`src/rtl/sq_commit_unit.sv`:
```
// Store-queue drain controller: waits for the SQ head to reach the ROB head, reads its
// operands, issues one aligned dmem write and reports completion to both SQ and ROB.
package rv32i_types;
    localparam int ROB_ADDR_WIDTH = 4;
    localparam int PHYS_WIDTH     = 6;
endpackage

module sq_commit_unit
    import rv32i_types::*;
(
    input  logic                      clk,
    input  logic                      rst,
    input  logic                      sq_head_valid,
    input  logic [ROB_ADDR_WIDTH-1:0] sq_rob_idx,
    input  logic [2:0]                sq_funct3,
    input  logic [31:0]               sq_imm,
    input  logic [PHYS_WIDTH-1:0]     sq_rs1_paddr,
    input  logic [PHYS_WIDTH-1:0]     sq_rs2_paddr,
    output logic                      sq_dequeue,
    output logic [PHYS_WIDTH-1:0]     prf_rs1_addr,
    output logic [PHYS_WIDTH-1:0]     prf_rs2_addr,
    input  logic [31:0]               prf_rs1_rdata,
    input  logic [31:0]               prf_rs2_rdata,
    input  logic                      rob_head_valid,
    input  logic [ROB_ADDR_WIDTH-1:0] rob_head_idx,
    output logic                      store_done,
    output logic [ROB_ADDR_WIDTH-1:0] store_done_rob_idx,
    output logic                      store_misaligned,
    output logic [31:0]               dmem_addr,
    output logic [3:0]                dmem_wmask,
    output logic [31:0]               dmem_wdata,
    output logic [3:0]                dmem_rmask,
    input  logic                      dmem_resp,
    output logic [1:0]                dbg_state_o
);

    typedef enum logic [1:0] {IDLE, READ, ISSUE, WAIT_RESP} state_t;

    state_t                    state_q;
    logic [ROB_ADDR_WIDTH-1:0] rob_idx_q;
    logic [2:0]                funct3_q;
    logic [31:0]               imm_q;
    logic [31:0]               dmem_addr_q;
    logic [31:0]               dmem_wdata_q;
    logic [3:0]                dmem_wmask_q;

    logic        commit_match;
    logic [31:0] ea;
    logic [1:0]  off;
    logic [3:0]  wmask_d;
    logic [31:0] wdata_d;
    logic        misaligned;
    logic        done_fire;

    assign commit_match = sq_head_valid && rob_head_valid && (rob_head_idx == sq_rob_idx);

    // The register file reads synchronously, so presenting the head's sources every
    // cycle makes the data for READ land exactly in ISSUE.
    assign prf_rs1_addr = sq_rs1_paddr;
    assign prf_rs2_addr = sq_rs2_paddr;

    always_comb begin
        ea         = prf_rs1_rdata + imm_q;
        off        = ea[1:0];
        wdata_d    = prf_rs2_rdata << {off, 3'b000};
        wmask_d    = 4'b0000;
        misaligned = 1'b0;
        case (funct3_q)
            3'b000: wmask_d = 4'b0001 << off;
            3'b001: begin
                wmask_d    = 4'b0011 << off;
                misaligned = off[0];
            end
            3'b010: begin
                wmask_d    = 4'b1111;
                misaligned = (off != 2'b00);
            end
            default: misaligned = 1'b1;
        endcase
    end

    // dmem handshake: the request is valid while dmem_wmask != 0 and is held unchanged
    // until dmem_resp; dmem_resp counts only in WAIT_RESP and completes the request that cycle.
    assign done_fire = ((state_q == ISSUE) && misaligned) ||
                       ((state_q == WAIT_RESP) && dmem_resp);

    assign sq_dequeue         = done_fire;
    assign store_done         = done_fire;
    assign store_misaligned   = (state_q == ISSUE) && misaligned;
    assign store_done_rob_idx = rob_idx_q;
    assign dmem_addr          = dmem_addr_q;
    assign dmem_wmask         = dmem_wmask_q;
    assign dmem_wdata         = dmem_wdata_q;
    assign dmem_rmask         = 4'b0000;
    assign dbg_state_o        = state_q;

    always_ff @(posedge clk) begin
        if (rst) begin
            state_q      <= IDLE;
            rob_idx_q    <= '0;
            funct3_q     <= '0;
            imm_q        <= '0;
            dmem_addr_q  <= '0;
            dmem_wdata_q <= '0;
            dmem_wmask_q <= '0;
        end else begin
            case (state_q)
                IDLE: begin
                    if (commit_match) state_q <= READ;
                end
                READ: begin
                    rob_idx_q <= sq_rob_idx;
                    funct3_q  <= sq_funct3;
                    imm_q     <= sq_imm;
                    state_q   <= ISSUE;
                end
                ISSUE: begin
                    if (misaligned) begin
                        state_q <= IDLE;
                    end else begin
                        dmem_addr_q  <= {ea[31:2], 2'b00};
                        dmem_wmask_q <= wmask_d;
                        dmem_wdata_q <= wdata_d;
                        state_q      <= WAIT_RESP;
                    end
                end
                WAIT_RESP: begin
                    if (dmem_resp) begin
                        dmem_wmask_q <= 4'b0000;
                        state_q      <= IDLE;
                    end
                end
                default: state_q <= IDLE;
            endcase
        end
    end

endmodule

```
`config.mk`:
```
export PLATFORM = sky130hd
export DESIGN_NAME = sq_commit_unit
export DESIGN_NICKNAME = d
export VERILOG_FILES = /design/src/rtl/sq_commit_unit.sv
export SDC_FILE = /design/constraint.sdc
export NUM_CORES = 1
export LEC_CHECK = 0
export ABC_AREA = 1
export BUFFER_PORTS_ARGS = -buffer_cell sky130_fd_sc_hd__clkbuf_2
export CAP_MARGIN = 10
export CORE_ASPECT_RATIO = 0.6
export CORE_MARGIN = 3
export CORE_UTILIZATION = 30
export CTS_CLUSTER_SIZE = 14
export DETAILED_ROUTE_END_ITERATION = 6
export SLEW_MARGIN = 20
export SYNTH_ARGS = -nofsm -noshare
export SYNTH_HDL_FRONTEND = slang
export SYNTH_SLANG_ARGS = --single-unit
```
`constraint.sdc`:
```
create_clock -name clk -period 2.6 [get_ports clk]
set_clock_uncertainty 0.2 [all_clocks]
set_input_delay 0.39 -clock clk [delete_from_list [all_inputs] [get_ports clk]]
set_output_delay 0.39 -clock clk [all_outputs]
set_load 0.1 [all_outputs]
```
==> metrics.md, run 1 <==
| Metric | Value |
|---|---|
| Yosys warns | `0` |
| Run status | `finished clean` |
| Final setup violation count | `0` |
| Fin worst setup slack | `37.6 ps` |
| Rel. slew slack | `0.610` |
| Initial core utilization | `0.309` |
| CP Data Arrival Time | `1970 ps` |
| Number of max-slew violations in the final report | `0` |
| #FFs+latches synth | `107` |
| Setup CP Type | `register to output port` |
| CTS H-Tree Depth | `3` |
| Slowest-stage cell, CP | `fa_1` |
| Final core occ | `0.380` |
| Max-cap violations | `0` |
| Combinational family with the most area after synthesis | `simple AND/OR/NAND/NOR gates` |
| Input/output buffers | `186` |
| Vias in the first global route | `6529` |
| Pwr/cell area | `473 nW/um2` |
| Inst Count DP | `1560` |
| Distinct cells, synth | `39` |
| Post-synthesis compound-gate area fraction | `0.155` |
| Largest net degree at the start of global routing | `56` |
| Final period util | `0.986` |
| Final Hold Viols | `0` |
| CP max stage delay | `510 ps` |
| Buf/Inv on CP | `3` |
| Area Growth Syn to Fin | `22.9%` |
| Vias | `7252` |
| DR pass1 iterations | `5` |
| IO Count | `217` |
| Top delay family on crit path | `adder cells` |
| Clock Sinks | `107` |
| Filler instances | `2479` |
| Total congestion overflow | `0` |
| Class of the worst hold path | `primary input to register` |
| Achievable Freq | `390 MHz` |
| DRT antenna net count | `0` |
| Post-synth EDFFs | `0` |
| Register area share after synthesis | `0.311` |
| Cells after Synth | `1102` |
| Share of flip-flops with an asynchronous set or reset | `0` |
| Hold-fix buffers, CTS | `0` |
| ANT cells | `0` |
| Die Y | `123 um` |
| Share of cells above drive strength 1 | `0.194` |
| Post-Synth XOR/XNOR Area | `0.0204` |
| Max clock buf depth | `2` |
| Post-Synthesis Cell Area | `6880 um2` |
| Vias per cell | `4.59` |
| Post-route insts no fill | `1581` |
| Worst vdd ir | `0.271 mV` |
| Core area | `22300 um2` |
| RSZ-0062 raised after global routing | `true` |
| Worst reg-to-reg setup slack | `170 ps` |
| Die Area | `24900 um2` |
| Pleak | `4.57 nW` |
| CP Max Fanout | `2` |
| Area share of the largest cell type after synthesis | `0.311` |
| Crit path time final | `2560 ps` |
| DP Area | `8110 um2` |
| Synth Area in Adders | `0.0593` |
| Simple-gate share of the synthesized area | `0.303` |
| Clk root buf | `clkbuf_16` |
| Crit start category | `register` |
| Leading area contributor after synthesis | `dfxtp_1` |
| Final Net Count | `1424` |
| First-pass GRT wire length | `35400 um` |
| GRT Util Overall | `0.183` |
| Antenna violations before repair | `0` |
| RD Place Congestion | `0.904` |
| Clock Latency Late Sink | `360 ps` |
| Row cnt | `42` |
| CTS tree | `yes` |
| Hold slack | `76.1 ps` |
| CTS Buf Count | `9` |
| Avg Inst Size Synth | `6.25 um2` |
| Mux cell area share after synthesis | `0.0116` |
| Critical path cell sequence | `ha_4 > inv_2 > fa_1 > nand2_2 > nand2_2 > nand3_2 > nand2_4 > clkinvlp_4 > buf_12` |
| Remaining DRCs | `0` |
| Least-Margin Pin Slew | `587 ps` |
| Die Span X | `202 um` |
| WL per Instance | `14.6 um` |
| DR iter-0 viols | `481` |
| Primary FF master, synth | `dfxtp_1` |
| HPWL after DPL | `18200 um` |
| Worst-path clk slew | `70 ps` |
| Total negative slack | `0 ps` |
| Dpl ws | `-8.70 ps` |
| Most used cell, CP | `nand2_2` |
| Area contributors post-synth | `dfxtp_1, nand2_1, nor2_1` |
| Worst Path Required | `2010 ps` |
| Design area | `8460 um2` |
| Critical Path Sink Type | `output port` |
| Pwr Total | `4.00 mW` |
| Final wirelength | `23000 um` |
-- area by class of cell --
class                      instances  area, um2  area share
tap                              308        385      0.0456
multi-input combinational        778       3840       0.455
clock buffer                      12        246      0.0291
sequential                       107       2140       0.254
inverter                         162        617      0.0729
clock inverter                     4       26.3     0.00311
timing repair buffer             210       1190       0.141
-- cell families (layout without fill, tap and decap cells) --
| group | count (synthesis) | count (layout) |
|---|---|---|
| simple gates | 519 | 519 |
| buf+inv | 222 | 388 |
| compound gates | 197 | 197 |
| flops | 107 | 107 |
| fa+ha+maj | 32 | 32 |
| xor+xnor | 16 | 16 |
| mux | 8 | 8 |
| other cells | 1 | 6 |
-- power breakdown --
group / internal [mW] / switching [mW] / leakage (nW)
sequential: 1.68 / 0.0271 / 0.864
combinational: 0.272 / 0.678 / 3.57
clock: 0.678 / 0.665 / 0.133
total: 2.63 / 1.37 / 4.57
-- worst paths after layout --
kind                                from                     endpoint  cells after the start
max reg2reg        imm_q[0]$_SDFFE_PP0N_   dmem_wdata[5]$_SDFFE_PP0P_                     12
min reg2reg  dmem_wdata[30]$_SDFFE_PP0P_  dmem_wdata[30]$_SDFFE_PP0P_                      2
max                imm_q[0]$_SDFFE_PP0N_             store_misaligned                      9
min                            sq_imm[4]        imm_q[4]$_SDFFE_PP0N_                      3
-- cells in the mapped netlist (2+ instances only) --
| library cell | number |
|---|---|
| a21oi_1 | 72 |
| a31oi_1 | 9 |
| buf_1 | 3 |
| buf_2 | 8 |
| buf_4 | 19 |
| buf_6 | 5 |
| clkbuf_1 | 24 |
| dfxtp_1 | 107 |
| ha_1 | 31 |
| inv_1 | 156 |
| inv_2 | 4 |
| mux2i_1 | 8 |
| nand2_1 | 283 |
| nand3_1 | 61 |
| nand4_1 | 4 |
| nor2_1 | 161 |
| nor3_1 | 4 |
| o211a_1 | 8 |
| o21ai_0 | 97 |
| o21ai_1 | 2 |
| o21bai_1 | 4 |
| xnor2_1 | 8 |
| xor2_1 | 8 |
-- metal layers --
layer  vias up  track usage  wire length [um]
met4         0       0.0327               214
li1       3780            -                 -
met5         -            0                 0
met2       211        0.241              8520
met1      3248        0.291             12700
met3        13       0.0508              1630
-- timing repair --
item                       CTS  global route
setup endpoints to repair    3             3
setup buffers                2             3
pin swaps                    2             0
gates resized for setup      8             2
-- placed cells by master (no fill, tap or decap), drive strengths merged, types with 8 or more instances in the layout --
| cell type | synthesis | routed |
|---|---|---|
| nand3 | 61 | 61 |
| mux2i | 8 | 8 |
| a31oi | 9 | 9 |
| a21oi | 73 | 73 |
| clkbuf | 25 | 195 |
| buf | 35 | 27 |
| xnor2 | 8 | 8 |
| dfxtp | 107 | 107 |
| o21ai | 99 | 99 |
| o211a | 8 | 8 |
| inv | 160 | 159 |
| nor2 | 161 | 161 |
| nand2 | 283 | 283 |
| ha | 31 | 31 |
| xor2 | 8 | 8 |
-- state kept, by name (all words and copies together) (netlist names) --
signal and flops:
imm_q 32, store_done_rob_idx 4, dbg_state_o 2, funct3_q 3
dmem_addr 30, dmem_wmask 4, dmem_wdata 32
-- worst reg2reg max path, stage by stage (launching register included) --
cell	delay, ps
dfxtp_2	350
ha_4	130
inv_2	30
fa_1	470
nand2_2	90
nand2_2	60
buf_4	140
buf_4	130
nand4_4	60
buf_4	210
buf_4	260
nand2_1	70
a21oi_1	150
Note: power is estimated with default switching activity, not from simulation.
==> run 2, diff against run 1 <==
--- a/config.mk
+++ b/config.mk
@@ -10,9 +10,10 @@
 export CAP_MARGIN = 10
 export CORE_ASPECT_RATIO = 0.6
 export CORE_MARGIN = 3
-export CORE_UTILIZATION = 30
+export CORE_UTILIZATION = 52
 export CTS_CLUSTER_SIZE = 14
 export DETAILED_ROUTE_END_ITERATION = 6
+export PLACE_DENSITY = 0.81
 export SLEW_MARGIN = 20
 export SYNTH_ARGS = -nofsm -noshare
 export SYNTH_HDL_FRONTEND = slang
==> run 2 against run 1 <==
Against the previous run:
- combinational power increased by 1%
- critical path depth stayed put
- sequential cell count unchanged
- largest power group unchanged
- global-route usage grew 9.4 points
- core utilization increased by 29 points
- highest routed layer unchanged
- maximum frequency decreased by 1.0%
- non-clock buffer count grew 4
- final area shrank 1.6%
- largest cell class unchanged
- first-iteration DRC count up 35%
- count of clock-buffer cells in the layout is 3 lower
- sequential power barely moved
==> metrics.md, run 2 (synthesis gave the netlist of run 1 again) <==
| Metric | Value |
|---|---|
| Run status | `finished clean` |
| Dpl ws | `20.1 ps (+28.8 ps)` |
| Final setup violation count | `0 (unchanged)` |
| Hold slack | `73.9 ps (-2.22 ps)` |
| Rel. slew slack | `0.609 (-0.000890)` |
| Final period util | `0.996 (+0.0104)` |
| GRT Util Overall | `0.278 (+0.0942)` |
| Input/output buffers | `186 (unchanged)` |
| RD Place Congestion | `0.962 (+6.5%)` |
| WL per Instance | `14.8 um (+1.8%)` |
| Initial core utilization | `0.551 (+0.242)` |
| Die Area | `14700 um2 (-41%)` |
| Max clock buf depth | `2 (unchanged)` |
| Clock Latency Late Sink | `360 ps (about the same)` |
| DR iter-0 viols | `651 (+35%)` |
| Die Y | `95.1 um (-23%)` |
| Least-Margin Pin Slew | `586 ps (-1.81 ps)` |
| Pleak | `4.59 nW (+0.45%)` |
| Die Span X | `155 um (-23%)` |
| Critical Path Sink Type | `output port` |
| Vias per cell | `5.15 (+12%)` |
| Combinational Power Share | `0.238 (about the same)` |
| CP Max Fanout | `2 (unchanged)` |
| First-pass GRT wire length | `32600 um (-8.1%)` |
| Worst Path Required | `2010 ps (about the same)` |
| Worst-path clk slew | `80 ps (about the same)` |
| Vias | `7425 (+2.4%)` |
| Wire length on met1 | `10600 um (-17%)` |
| Remaining DRCs | `0 (unchanged)` |
| ANT cells | `0 (unchanged)` |
| Crit start category | `register` |
| Total congestion overflow | `0 (unchanged)` |
| Clk root buf | `clkbuf_16` |
| Fin worst setup slack | `10.6 ps (-27.0 ps)` |
| Clock power share | `0.340 (+0.005)` |
| Final Hold Viols | `0 (unchanged)` |
| Pwr Total | `4.05 mW (+1.2%)` |
| Class of the worst hold path | `primary input to register` |
| Final wirelength | `21400 um (-7.1%)` |
| CTS Buf Count | `9 (unchanged)` |
| RSZ-0062 raised after global routing | `true` |
| Area Growth Syn to Fin | `20.9%` |
| Worst vdd ir | `0.396 mV (+46%)` |
| CTS H-Tree Depth | `3 (unchanged)` |
| Multi-input gate area | `3840 um2 (-0.13%)` |
| CTS tree | `yes` |
| Sequential cell area | `2140 um2 (unchanged)` |
| Sw Share | `0.350 (+0.00817)` |
| Achievable Freq | `386 MHz (-1.0%)` |
| Clock Sinks | `107 (unchanged)` |
| Vias in the first global route | `6547 (+0.28%)` |
| Sequential share of power | `0.422 (-0.005)` |
| Number of max-slew violations in the final report | `0 (unchanged)` |
| DR pass1 iterations | `6 (+1)` |
| Crit path time final | `2590 ps (+27.0 ps)` |
| Final Net Count | `1429 (+0.35%)` |
| DRT antenna net count | `0 (unchanged)` |
| Max-cap violations | `0 (unchanged)` |
| Pwr/cell area | `486 nW/um2 (+2.8%)` |
| Largest net degree at the start of global routing | `60 (+7.1%)` |
| IO Count | `217 (unchanged)` |
| HPWL after DPL | `16700 um (-8.2%)` |
| Share of cells above drive strength 1 | `0.198 (+0.00394)` |
| Net switching power | `1.42 mW (+3.6%)` |
| Design area | `8320 um2 (-1.6%)` |
| Most frequent cells in the layout | `nand2_1, clkbuf_2, nor2_1, inv_1, dfxtp_1` |
| Top Layer Used | `met4` |
| Metal2 WL | `8450 um (-0.73%)` |
| Most common cell after layout, fill and taps aside | `nand2_1` |
| DP Area | `7930 um2 (-2.2%)` |
| Filler instances | `1187 (-52%)` |
| Core area | `12500 um2 (-44%)` |
| CP Data Arrival Time | `2000 ps (+30 ps)` |
| Setup CP Type | `register to output port` |
| WL met3 | `2180 um (+34%)` |
| Antenna violations before repair | `0 (unchanged)` |
| Row cnt | `31 (-26%)` |
| Internal Power | `2.63 mW (about the same)` |
## run 2: area by class of cell
cell class	count	area share
multi-input cells	778	0.461
inverters	162	0.0746
repair buffers	214	0.147
flip-flops and latches	107	0.258
well taps	165	0.0248
repair inverters	1	0.000601
clock inverters	7	0.00721
clock buffers	9	0.0271
## run 2: critical path, cell delays in order, from the launching register on
cell	delay [ps]
dfxtp_2	350
ha_4	130
inv_2	30
fa_1	510
nand2_2	80
nand2_2	80
nand3_2	80
nand2_4	110
clkinvlp_4	100
buf_12	170
## run 2: worst paths after layout
kind,depth (start not counted),slack (ps),endpoint,from
hold reg to reg,2,270,dmem_wdata[27]$_SDFFE_PP0P_,dmem_wdata[27]$_SDFFE_PP0P_
hold / removal,3,70,imm_q[18]$_SDFFE_PP0N_,sq_imm[18]
setup / recovery,9,10,store_misaligned,imm_q[0]$_SDFFE_PP0N_
setup reg to reg,13,50,dmem_wdata[6]$_SDFFE_PP0P_,imm_q[0]$_SDFFE_PP0N_
## run 2: per-stage QoR
stage	util	TNS, ps	cells
4_1_cts	0.665	-168	1441
3_3_place_gp	0.635	0	1417
3_5_place_dp	0.635	0	1417
5_1_grt	0.667	-105	1443
6_report	0.667	0	1443
2_1_floorplan	-	-7.23	1107
## run 2: power by group through the flow
| stage | combinational, mW | clock, mW | sequential (mW) |
|---|---|---|---|
| floorplan | 0.547 | 0 | 1.95 |
| global placement | 0.909 | 0 | 1.75 |
| detailed placement | 0.917 | 0 | 1.75 |
| CTS | 0.939 | 1.39 | 1.71 |
| global route | 1.04 | 1.44 | 1.72 |
| finish | 0.962 | 1.38 | 1.71 |
## run 2: timing repair
item	4_1_cts	5_1_grt
endpoints found under the hold margin	0	0
hold buffers	0	0
resized for setup	8	2
pin swaps	3	4
buffers inserted	8	1
endpoints found under the setup margin	3	12
cloned	0	1
## run 2: routing by layer
metal | track usage | vias to the layer above
met5 | 0 | -
met4 | 0.0492 | 0
met3 | 0.0599 | 22
met2 | 0.399 | 330
met1 | 0.427 | 3271
li1 | - | 3802
==> run 3, diff against run 2 <==
--- a/config.mk
+++ b/config.mk
@@ -8,12 +8,15 @@
 export ABC_AREA = 1
 export BUFFER_PORTS_ARGS = -buffer_cell sky130_fd_sc_hd__clkbuf_2
 export CAP_MARGIN = 10
+export CELL_PAD_IN_SITES_DETAIL_PLACEMENT = 1
+export CELL_PAD_IN_SITES_GLOBAL_PLACEMENT = 1
 export CORE_ASPECT_RATIO = 0.6
 export CORE_MARGIN = 3
-export CORE_UTILIZATION = 52
+export CORE_UTILIZATION = 35
 export CTS_CLUSTER_SIZE = 14
 export DETAILED_ROUTE_END_ITERATION = 6
-export PLACE_DENSITY = 0.81
+export MAX_ROUTING_LAYER = met4
+export PLACE_DENSITY_LB_ADDON = 0.1
 export SLEW_MARGIN = 20
 export SYNTH_ARGS = -nofsm -noshare
 export SYNTH_HDL_FRONTEND = slang
==> run 3 against run 2 <==
Against the previous run:
- the run now ends with negative setup slack left
- hold slack got worse by 6.0 ps
- core utilization fell by 23 points
- cell count rose by 6.6%
- combinational power barely moved
- first-iteration DRC count fell by 50%
- power rose by 1.9%
- sequential cell count did not move
- largest power group unchanged
==> metrics.md, run 3 (synthesis gave the netlist of run 1 again) <==
| Metric | Value |
|---|---|
| Run status | `finished, violations left` |
| Failing checks | `negative setup slack` |
| Input/output buffers | `186 (unchanged)` |
| Class of the worst hold path | `primary input to register` |
| DR iter-0 viols | `325 (-50%)` |
| CP Max Fanout | `2 (unchanged)` |
| Clock Sinks | `107 (unchanged)` |
| WP depth | `9 (unchanged)` |
| Combinational Power Share | `0.232 (-0.006)` |
| Filler instances | `2640 (+120%)` |
| Final period util | `1.00 (+0.00596)` |
| Die Y | `115 um (+21%)` |
| Setup CP Type | `register to output port` |
| Dpl ws | `2.02 ps (-18.1 ps)` |
| CTS Buf Count | `9 (unchanged)` |
| Achievable Freq | `384 MHz (-0.59%)` |
| Crit start category | `register` |
| GRT Util Overall | `0.233 (-0.0451)` |
| CTS H-Tree Depth | `3 (unchanged)` |
| Critical path cell sequence | `ha_4 > inv_2 > fa_1 > nand2_2 > nand2_2 > nand3_2 > nand2_4 > clkinvlp_4 > buf_12` |
| Worst vdd ir | `0.372 mV (-6.2%)` |
| Pwr Total | `4.13 mW (+1.9%)` |
| Clock Latency Late Sink | `370 ps (about the same)` |
| Die Area | `21400 um2 (+46%)` |
| CP max stage delay | `510 ps (about the same)` |
| Largest net degree at the start of global routing | `45 (-25%)` |
| Hold slack | `67.8 ps (-6.04 ps)` |
| Crit path time final | `2600 ps (+15.5 ps)` |
| HPWL after DPL | `19500 um (+17%)` |
| Net switching power | `1.41 mW (-0.72%)` |
| WHS Path Cells | `3 (unchanged)` |
| Fin worst setup slack | `-4.90 ps (-15.5 ps)` |
| WL per Instance | `15.8 um (+6.5%)` |
| Final setup violation count | `1 (+1)` |
| Pwr/cell area | `489 nW/um2 (+0.41%)` |
| Critical Path Sink Type | `output port` |
| Buf/Inv on CP | `3 (unchanged)` |
| ANT cells | `0 (unchanged)` |
| Pleak | `4.60 nW (about the same)` |
| Number of max-slew violations in the final report | `0 (unchanged)` |
| Vias | `7392 (-0.44%)` |
| R2R depth | `13 (unchanged)` |
| Most used cell, CP | `nand2_2` |
| RSZ-0062 raised after global routing | `true` |
| Die Span X | `187 um (+21%)` |
| First-pass GRT wire length | `38400 um (+18%)` |
| Row cnt | `39 (+26%)` |
| DRT antenna net count | `0 (unchanged)` |
| Worst Path Required | `2010 ps (about the same)` |
| Most common cell after layout, fill and taps aside | `nand2_1` |
| Clock power share | `0.353 (+0.013)` |
| Share of cells above drive strength 1 | `0.194 (-0.00378)` |
| Final core occ | `0.441 (-0.226)` |
| Vias in the first global route | `7429 (+13%)` |
| Max-cap violations | `0 (unchanged)` |
| Vias per cell | `4.81 (-6.6%)` |
| IO Count | `217 (unchanged)` |
| Sequential share of power | `0.415 (-0.007)` |
| Max clock buf depth | `2 (unchanged)` |
| Area Growth Syn to Fin | `22.8%` |
| CP Data Arrival Time | `2010 ps (about the same)` |
| Core area | `19200 um2 (+54%)` |
| Initial core utilization | `0.359 (-0.192)` |
| Final Net Count | `1423 (-0.42%)` |
| Hold-fix buffers, CTS | `0 (unchanged)` |
| Worst-path clk slew | `80 ps (about the same)` |
| CTS tree | `yes` |
| Final Hold Viols | `0 (unchanged)` |
| Most frequent cells in the layout | `nand2_1, clkbuf_2, nor2_1, inv_1, dfxtp_1` |
| Clk root buf | `clkbuf_16` |
| Top delay family on crit path | `adder cells` |
| Sw Share | `0.341 (-0.00912)` |
| Internal Power | `2.72 mW (+3.4%)` |
| Antenna violations before repair | `0 (unchanged)` |
| RD Place Congestion | `0.901 (-6.3%)` |
| Remaining DRCs | `0 (unchanged)` |
| DR pass1 iterations | `4 (-2)` |
| Total congestion overflow | `0 (unchanged)` |
| Final wirelength | `24300 um (+13%)` |
| Least-Margin Pin Slew | `577 ps (-8.34 ps)` |
| Rel. slew slack | `0.617 (+0.00762)` |
| Slowest-stage cell, CP | `fa_1` |
-- run 3: changes by cell type in the layout (fill, tap and decap cells not counted) --
cell | previous run | this run
buf_12 | 6 | 8
buf_4 | 25 | 18
inv_6 | 1 | 2
clkinvlp_2 | 1 | 0
clkinv_1 | 0 | 1
bufinv_16 | 0 | 1
inv_2 | 5 | 6
clkinvlp_4 | 4 | 1
inv_8 | 2 | 1
clkinv_4 | 2 | 3
inv_1 | 154 | 153
-- run 3: cell type report --
type | instances | area [um2] | share of cell area
Clock buffer | 9 | 225 | 0.0267
Inverter | 162 | 617 | 0.0730
Tap cell | 266 | 333 | 0.0394
Sequential cell | 107 | 2140 | 0.254
Multi-Input combinational cell | 778 | 3840 | 0.454
Timing Repair Buffer | 209 | 1210 | 0.143
Clock inverter | 7 | 81.3 | 0.00962
-- run 3: worst paths after layout --
kind | slack [ps] | start | endpoint
setup / recovery | -5 | imm_q[0]$_SDFFE_PP0N_ | store_misaligned
setup reg to reg | 140 | imm_q[0]$_SDFFE_PP0N_ | dmem_addr[16]$_SDFFE_PP0P_
hold / removal | 70 | sq_imm[22] | imm_q[22]$_SDFFE_PP0N_
hold reg to reg | 270 | dmem_wmask[0]$_SDFFE_PP0P_ | dmem_wmask[0]$_SDFFE_PP0P_
-- run 3: what timing repair did --
action / 4_1_cts / 5_1_grt
gates resized for setup: 9 / 0
setup buffers: 2 / 0
pin swaps: 3 / 2
endpoints found under the setup margin: 3 / 12
-- run 3: through the flow --
stage                     area (um2)  std cells  setup TNS, ps
final                           8450       1538          -4.90
after global routing            8450       1538           -274
after CTS                       8450       1538           -135
after detailed placement        8100       1520              0
after global placement          8100       1520              0
after floorplan                 6920       1107          -7.23
-- run 3: power by group through the flow --
stage,clock network [mW],logic (mW),registers [mW]
6_report,1.46,0.959,1.71
5_1_grt,1.58,1.05,1.72
4_1_cts,1.52,0.961,1.71
3_5_place_dp,0,0.948,1.75
3_3_place_gp,0,0.936,1.75
2_1_floorplan,0,0.547,1.95
-- run 3: worst min-delay path, stage by stage --
cell and delay [ps]:
clkbuf_2 70, o21ai_0 70, nor2_1 70
-- run 3: metal layers --
layer / up-vias / track usage / routed length (um)
li1: 3781 / - / -
met1: 3468 / 0.328 / 12500
met2: 141 / 0.356 / 10500
met3: 2 / 0.0434 / 1270
met4: 0 / 0.0332 / 32
met5: - / - / 0
